File: src/rtl/multicycle_control.sv
// rtl/multicycle_control.sv - multi-cycle FETCH/DECODE/EXEC/MEM/WB instruction sequencer
// Strobes are decoded from the current state and latched opcode; only PC_LOAD sees an input (BR_TAKEN).

package multicycle_control_pkg;
  localparam logic [4:0] kADD = 5'd0;
  localparam logic [4:0] kSHF = 5'd1;
  localparam logic [4:0] kMOV = 5'd2;
  localparam logic [4:0] kFIL = 5'd3;
  localparam logic [4:0] kCMP = 5'd4;
  localparam logic [4:0] kAND = 5'd5;
  localparam logic [4:0] kNEG = 5'd6;
  localparam logic [4:0] kBRH = 5'd7;
endpackage

module multicycle_control
  import multicycle_control_pkg::*;
#(
  parameter int OPW         = 5,
  parameter int DW          = 3,
  parameter int MEM_TIMEOUT = 15,
  parameter int CNTW        = 16
) (
  input  logic            clk_i,
  input  logic            rst_n_i,
  input  logic            start_i,
  input  logic            halt_req_i,
  input  logic [OPW-1:0]  opcode_i,
  input  logic [DW-1:0]   dest_sel_i,
  input  logic            br_taken_i,
  input  logic            mem_ready_i,
  output logic            ir_load_o,
  output logic            pc_inc_o,
  output logic            pc_load_o,
  output logic            mem_wr_o,
  output logic            reg_wr_o,
  output logic            flag_wr_o,
  output logic [DW-1:0]   mem_dest_o,
  output logic [DW-1:0]   reg_dest_o,
  output logic            busy_o,
  output logic            illegal_o,
  output logic            timeout_o,
  output logic [2:0]      state_o,
  output logic [CNTW-1:0] instr_cnt_o
);

  localparam int WCW = $clog2(MEM_TIMEOUT + 1);

  typedef enum logic [2:0] {
    S_IDLE   = 3'd0,
    S_FETCH  = 3'd1,
    S_DECODE = 3'd2,
    S_EXEC   = 3'd3,
    S_MEM    = 3'd4,
    S_WB     = 3'd5,
    S_ERR    = 3'd6,
    S_RSVD   = 3'd7
  } state_e;

  state_e          state_q, state_d;
  logic [OPW-1:0]  op_q, op_d;
  logic [DW-1:0]   dest_q, dest_d;
  logic [WCW-1:0]  wait_q, wait_d;
  logic            halt_q, halt_d;
  logic            illegal_q, illegal_d;
  logic            timeout_q, timeout_d;
  logic [CNTW-1:0] cnt_q, cnt_d;
  logic            busy, retire, halt_pend;

  function automatic logic is_legal(input logic [OPW-1:0] op);
    return (op == OPW'(kADD)) || (op == OPW'(kSHF)) || (op == OPW'(kMOV)) ||
           (op == OPW'(kFIL)) || (op == OPW'(kCMP)) || (op == OPW'(kAND)) ||
           (op == OPW'(kNEG)) || (op == OPW'(kBRH));
  endfunction

  assign busy      = (state_q == S_FETCH) || (state_q == S_DECODE) || (state_q == S_EXEC) ||
                     (state_q == S_MEM)   || (state_q == S_WB);
  // A halt request in the retiring cycle itself still stops after that instruction.
  assign halt_pend = halt_q | (busy & halt_req_i);

  always_comb begin
    state_d   = state_q;
    op_d      = op_q;
    dest_d    = dest_q;
    wait_d    = wait_q;
    illegal_d = illegal_q;
    timeout_d = timeout_q;
    cnt_d     = cnt_q;
    retire    = 1'b0;
    case (state_q)
      S_FETCH: state_d = S_DECODE;
      S_DECODE: begin
        op_d   = opcode_i;
        dest_d = dest_sel_i;
        if (is_legal(opcode_i)) begin
          state_d = S_EXEC;
        end else begin
          state_d   = S_ERR;
          illegal_d = 1'b1;
        end
      end
      S_EXEC: begin
        if (op_q == OPW'(kBRH)) begin
          state_d = S_MEM;
          wait_d  = '0;
        end else begin
          state_d = S_WB;
        end
      end
      S_MEM: begin
        // Ready is checked first so it wins against the final timeout cycle.
        if (mem_ready_i) begin
          retire = 1'b1;
        end else begin
          wait_d = wait_q + WCW'(1);
          if (wait_q == WCW'(MEM_TIMEOUT - 1)) begin
            state_d   = S_ERR;
            timeout_d = 1'b1;
          end
        end
      end
      S_WB: retire = 1'b1;
      S_ERR: begin
        if (start_i) begin
          state_d   = S_IDLE;
          illegal_d = 1'b0;
          timeout_d = 1'b0;
        end
      end
      default: begin
        if (start_i) state_d = S_FETCH;
      end
    endcase
    if (retire) begin
      cnt_d   = (&cnt_q) ? cnt_q : cnt_q + CNTW'(1);
      state_d = halt_pend ? S_IDLE : S_FETCH;
    end
    halt_d = (state_d == S_IDLE) ? 1'b0 : halt_pend;
  end

  always_ff @(posedge clk_i) begin
    if (!rst_n_i) begin
      state_q   <= S_IDLE;
      op_q      <= '0;
      dest_q    <= '0;
      wait_q    <= '0;
      halt_q    <= 1'b0;
      illegal_q <= 1'b0;
      timeout_q <= 1'b0;
      cnt_q     <= '0;
    end else begin
      state_q   <= state_d;
      op_q      <= op_d;
      dest_q    <= dest_d;
      wait_q    <= wait_d;
      halt_q    <= halt_d;
      illegal_q <= illegal_d;
      timeout_q <= timeout_d;
      cnt_q     <= cnt_d;
    end
  end

  always_comb begin
    ir_load_o  = 1'b0;
    pc_inc_o   = 1'b0;
    pc_load_o  = 1'b0;
    mem_wr_o   = 1'b0;
    reg_wr_o   = 1'b0;
    flag_wr_o  = 1'b0;
    mem_dest_o = '0;
    reg_dest_o = '0;
    case (state_q)
      S_FETCH: begin
        ir_load_o = 1'b1;
        pc_inc_o  = 1'b1;
      end
      S_EXEC: pc_load_o = (op_q == OPW'(kBRH)) & br_taken_i;
      S_MEM: begin
        mem_wr_o   = 1'b1;
        mem_dest_o = dest_q;
      end
      S_WB: begin
        if (op_q == OPW'(kCMP)) begin
          flag_wr_o = 1'b1;
        end else begin
          reg_wr_o   = 1'b1;
          reg_dest_o = dest_q;
        end
      end
      default: ;
    endcase
  end

  assign busy_o      = busy;
  assign illegal_o   = illegal_q;
  assign timeout_o   = timeout_q;
  assign state_o     = state_q;
  assign instr_cnt_o = cnt_q;

endmodule

File: config.mk
export PLATFORM = sky130hd
export DESIGN_NAME = multicycle_control
export DESIGN_NICKNAME = d
export VERILOG_FILES = /design/src/rtl/multicycle_control.sv
export SDC_FILE = /design/constraint.sdc
export NUM_CORES = 1
export LEC_CHECK = 0
export BUFFER_PORTS_ARGS = -buffer_cell sky130_fd_sc_hd__buf_2
export CAP_MARGIN = 40
export CORE_UTILIZATION = 55
export DETAILED_ROUTE_END_ITERATION = 12
export PLACE_DENSITY = 0.83
export SYNTH_ARGS = -nofsm -noshare
export SYNTH_HDL_FRONTEND = slang
export SYNTH_SLANG_ARGS = --single-unit
File: constraint.sdc
create_clock -name clk_i -period 3.78 [get_ports clk_i]
set_input_delay 0.378 -clock clk_i [delete_from_list [all_inputs] [get_ports clk_i]]
set_output_delay 0.378 -clock clk_i [all_outputs]
set_load 0.01 [all_outputs]
Word level (Yosys, flattened, before mapping)
Index checks and enable logic that the tools add are counted.

storage, ports and cells
  register bits after elaboration = 34
  output and inout bits = 34
  memories = 0
  RAM bits = 0
  logic and storage cells = 88
  memory bits (read-only) = 0
  latch bits = 0

operators by class
  $mul = 0
  div/mod/pow operators = 0
  multiplexer cells = 30
  reduce and logical (&&, ||, !) cells = 22
  shift-type cells = 0
  $add $sub $neg = 2
  bitwise logic cells = 5
  equal/unequal tests = 21
  order comparisons = 0

operators by type and width
  kind                   number
  $eq 5x3->1 const B     6
  $mux 3                 9
  $pmux 3 s6             1
  $add 16x1->16 const B  1
  $reduce_and 16->1      1
  $mux 1                 14
  $logic_or 1x1->1       11
  $eq 5x2->1 const B     2
  $eq 3x3->1 const B     3
  $mux 4                 2
  $pmux 4 s2             1
  $eq 3x2->1 const B     2
  $ne 2x2->1 const B     3
  $pmux 1 s2             3
  $reduce_and 3->1       2
  $reduce_bool 2->1      3
  $eq 5x1->1 const B     1
  $logic_not 5->1        1
  $add 4x1->4 const B    1
  $eq 4x4->1 const B     1
  $ne 2x1->1 const B     2
  $reduce_and 4->1       1
  $eq 3x1->1 const B     1
  $logic_not 3->1        1
  other kinds (5)        7

Logic depth before layout (Yosys ltp)
  depth after elaboration = 13
  depth in mapped cells = 6
  gate-level depth less buffers = 6

Worst setup path after synthesis
Ideal clock, no wire load.

  path kind = reg2out
  start point = reg state_q[0], in the netlist state_o[0]
  end point = out pc_inc_o
  data arrival time = 1373 ps
  required time = 3402 ps
  path buffers = 2
  slack = 2029 ps
  cell stages (with the launch flop) = 4
  path through = dfxtp_1 > clkbuf_1 > nor3b_1 > buf_4

on the way
  cells in the longest elaborated chain, start to end = 2

RTL lines
  item                      line  RTL
  start: declaration        59    state_e state_q, state_d;
  start signal: assignment  151   state_q <= state_d;
  $eq 3x1->1                -
  $mux 1                    -
  end: declaration          32    output logic pc_inc_o,

Every way passes these cells.

Final worst setup path
  start point = reg state_q[2], in the netlist state_o[2]
  end point = out reg_dest_o[1]

on the way
  cells in the longest elaborated chain, start to end = 2

RTL lines
  item              line  RTL
  $eq 3x3->1        171   case (state_q)
  $mux 3            171
  end: declaration  38    output logic [DW-1:0] reg_dest_o,

Every way passes these cells.

==> flow_summary.toml <==
[grt]
grt_pass1_vias = 1566
groute.usage.overall_pct = 25.4
grt_max_degree = 28
antenna_found_initial = 0
overflow = 0
grt_pass1_wl_mm = 6.76

[route]
postRouteAntennaNets = 0
routed_wl_mm = 3.97
avgRoutedWirePerCell_um = 13.3
first_pass_iters = 6
num_vias = 1745
drc_errors = 0
drt_iter0_drc = 86
via_per_inst = 5.86

[clock_network]
cts-root-buf = "clkbuf_4"
clock_latency_ns = 0.34
clock_sinks = 34
cts_resized = 0
clk_pin_slew_ns = 0.10
cts_setup_buffers = 0
cts-buffers-inserted = 5
cts.hold.buffers_added = 0
cts_tree = "yes"
clk_path_buf_depth = 2
htree_levels = 2

[layout]
drive_above_1_share_pct = 25.6
ff_latch_area_um2 = 681
nets = 270
instances_no_fill = 298
diodes = 0
multiInputGateArea_um2 = 1040
synthToLayoutAreaGrowth_pct = 16.0
n_fill_cell = 294

[timing]
max_slew_margin_pct = 50.9
hold_violations = 0
fmax_mhz = 442
setup_violations = 0
drv_slew = 0
final.period_utilization_pct = 59.8
period_needed_ns = 2.26
clock_skew_ns = 0.0110
totalNegativeSetupSlack_ns = 0
worstMarginPinSlew_ns = 0.731
rsz0062_at_grt = "false"

[yosys]
async_reset_ff_share_pct = 0
synth.avg_cell_area_um2 = 8.65
yosysTopAreaCell = "dfxtp_1"
synthTopCellsByArea = "dfxtp_1 (37%), mux2i_1 (6.1%), a21oi_1 (5.8%)"
ys_seq_area_share_pct = 37.5
synth_top_area_share_pct = 37.5
syn_inst = 210
synthTopCellsByCount = "dfxtp_1 (34), a21oi_1 (21), nor2_1 (19)"
ys_warn_count = 0
synth_most_common_cell = "dfxtp_1"
synth_flop_cell = "dfxtp_1"
syn-num-nets = 227
synth_edf_count = 0
ys_ff_latch = 34
syn_area_um2 = 1820
ys_types = 47

[floorplan]
die_h_um = 59.5
die_area_um2 = 3530
fp.dieW_um = 59.5
boundaryPins = 48
rows = 20
core_area_um2 = 3100
initial_core_util_pct = 58.5

[pwr]
power.share.sequential_pct = 55.2
combPwrFrac_pct = 14.5
swShare_pct = 28.3
ir_worst_vdd_mv = 0.216
p_per_area_nw_per_um2 = 337
total_leakage_power_nw = 0.871
p_switching_mw = 0.201
intPower_mw = 0.509
clock_power_share_pct = 30.3

[worst_hold_path]
min_from = "opcode_i[1]"
whs_path_depth = 3
hp-class = "input port to flip-flop"

[placement]
io_buffers = 47
dp.cells = 290
gp_congestion = 0.807
hpwl_mm = 2.98

[setup_path]
start_kind = "flip-flop"
r2r-start = "state_o[2]"
cp.arrival_ns = 1.88
cp.required_ns = 3.40
crit_path_end_kind = "primary output"
reg2reg_depth = 4
crit_start = "state_o[2]"
critical_path_class = "flip-flop to primary output"
crit_fanout = 13

[outcome]
status = "complete, no violations"

[run]
cap_violations = 0
power by group through the flow:
| stage | clock network (mW) | registers [mW] | logic, mW |
|---|---|---|---|
| 2_1_floorplan | 0 | 0.393 | 0.0771 |
| 3_3_place_gp | 0 | 0.399 | 0.0999 |
| 3_5_place_dp | 0 | 0.399 | 0.103 |
| 4_1_cts | 0.221 | 0.391 | 0.103 |
| 5_1_grt | 0.234 | 0.395 | 0.115 |
| 6_report | 0.215 | 0.392 | 0.103 |
state kept, by name, summed over array words and instances (netlist names):
signal       cells
dest_q           3
halt_q           1
illegal_o        1
instr_cnt_o     16
op_q             5
state_o          3
timeout_o        1
wait_q           4
layout by cell type (no fill, tap or decap), types with 2 or more instances in the layout:
cell type | netlist | layout
buf_2 | 3 | 47
dfxtp_1 | 34 | 34
a21oi_1 | 21 | 21
nor2_1 | 19 | 19
nand2_1 | 12 | 12
mux2i_1 | 11 | 11
and2_1 | 10 | 10
nand4_1 | 8 | 8
nand3_1 | 8 | 8
o31ai_1 | 8 | 8
or4_1 | 8 | 8
nor3b_1 | 5 | 5
inv_1 | 5 | 5
clkbuf_4 | 0 | 5
nor3_1 | 4 | 4
o21ai_0 | 4 | 4
ha_1 | 3 | 3
or2_2 | 2 | 2
nand4_2 | 2 | 2
or3_1 | 2 | 2
and3_1 | 2 | 2
nand2b_1 | 2 | 2
nand3b_1 | 2 | 2
o211ai_1 | 2 | 2
nor2b_1 | 2 | 2
o311a_1 | 2 | 2
and4_1 | 2 | 2
stage by stage:
stage	hold WS (ns)	utilization, %	total power, mW	instance area [µm²]	setup WS, ns
6_report	0.279	67.9	0.710	2110	1.52
5_1_grt	0.274	67.9	0.744	2110	1.36
4_1_cts	0.267	67.9	0.715	2110	1.52
3_5_place_dp	0.467	65.8	0.502	2040	1.73
3_3_place_gp	0.465	65.8	0.499	2040	1.83
2_1_floorplan	0.452	-	0.470	1820	2.03
path summary, 6_finish.rpt:
kind	to	slack, ns
setup / recovery	reg_dest_o[1]	1.52
hold / removal	op_q[1]	0.28
setup reg to reg	instr_cnt_o[13]	1.68
hold reg to reg	timeout_o	0.48
layer usage:
layer | routed length, µm | GRT usage (%)
met4 | 80 | 12.9
met3 | 178 | 5.90
met1 | 1820 | 32.6
met2 | 1890 | 39.6
met5 | 0 | 0
cell families after synthesis:
family                     count (synthesis)  share of synthesized area, %
adders and majority gates                  3                          2.07
AOI/OAI and AO/OA                         46                          16.0
DFF                                       34                          37.5
muxes                                     12                          6.69
and+or+nand+nor                           97                          32.6
buffers and inverters                     18                          5.17
worst max-delay path, stage by stage, from the launching register on:
cell	delay, ns
dfxtp_1	0.57
nor2b_4	0.29
nand2_1	0.11
a21oi_1	0.27
and2_1	0.17
buf_2	0.13
cell type report:
cell class | count | area share (%)
timing repair buffer | 48 | 11.5
inverter | 6 | 1.07
clock inverter | 2 | 0.594
tap | 44 | 2.61
sequential | 34 | 32.3
clock buffer | 6 | 2.44
multi-input combinational | 158 | 49.4
(Power assumes the default switching activity.)
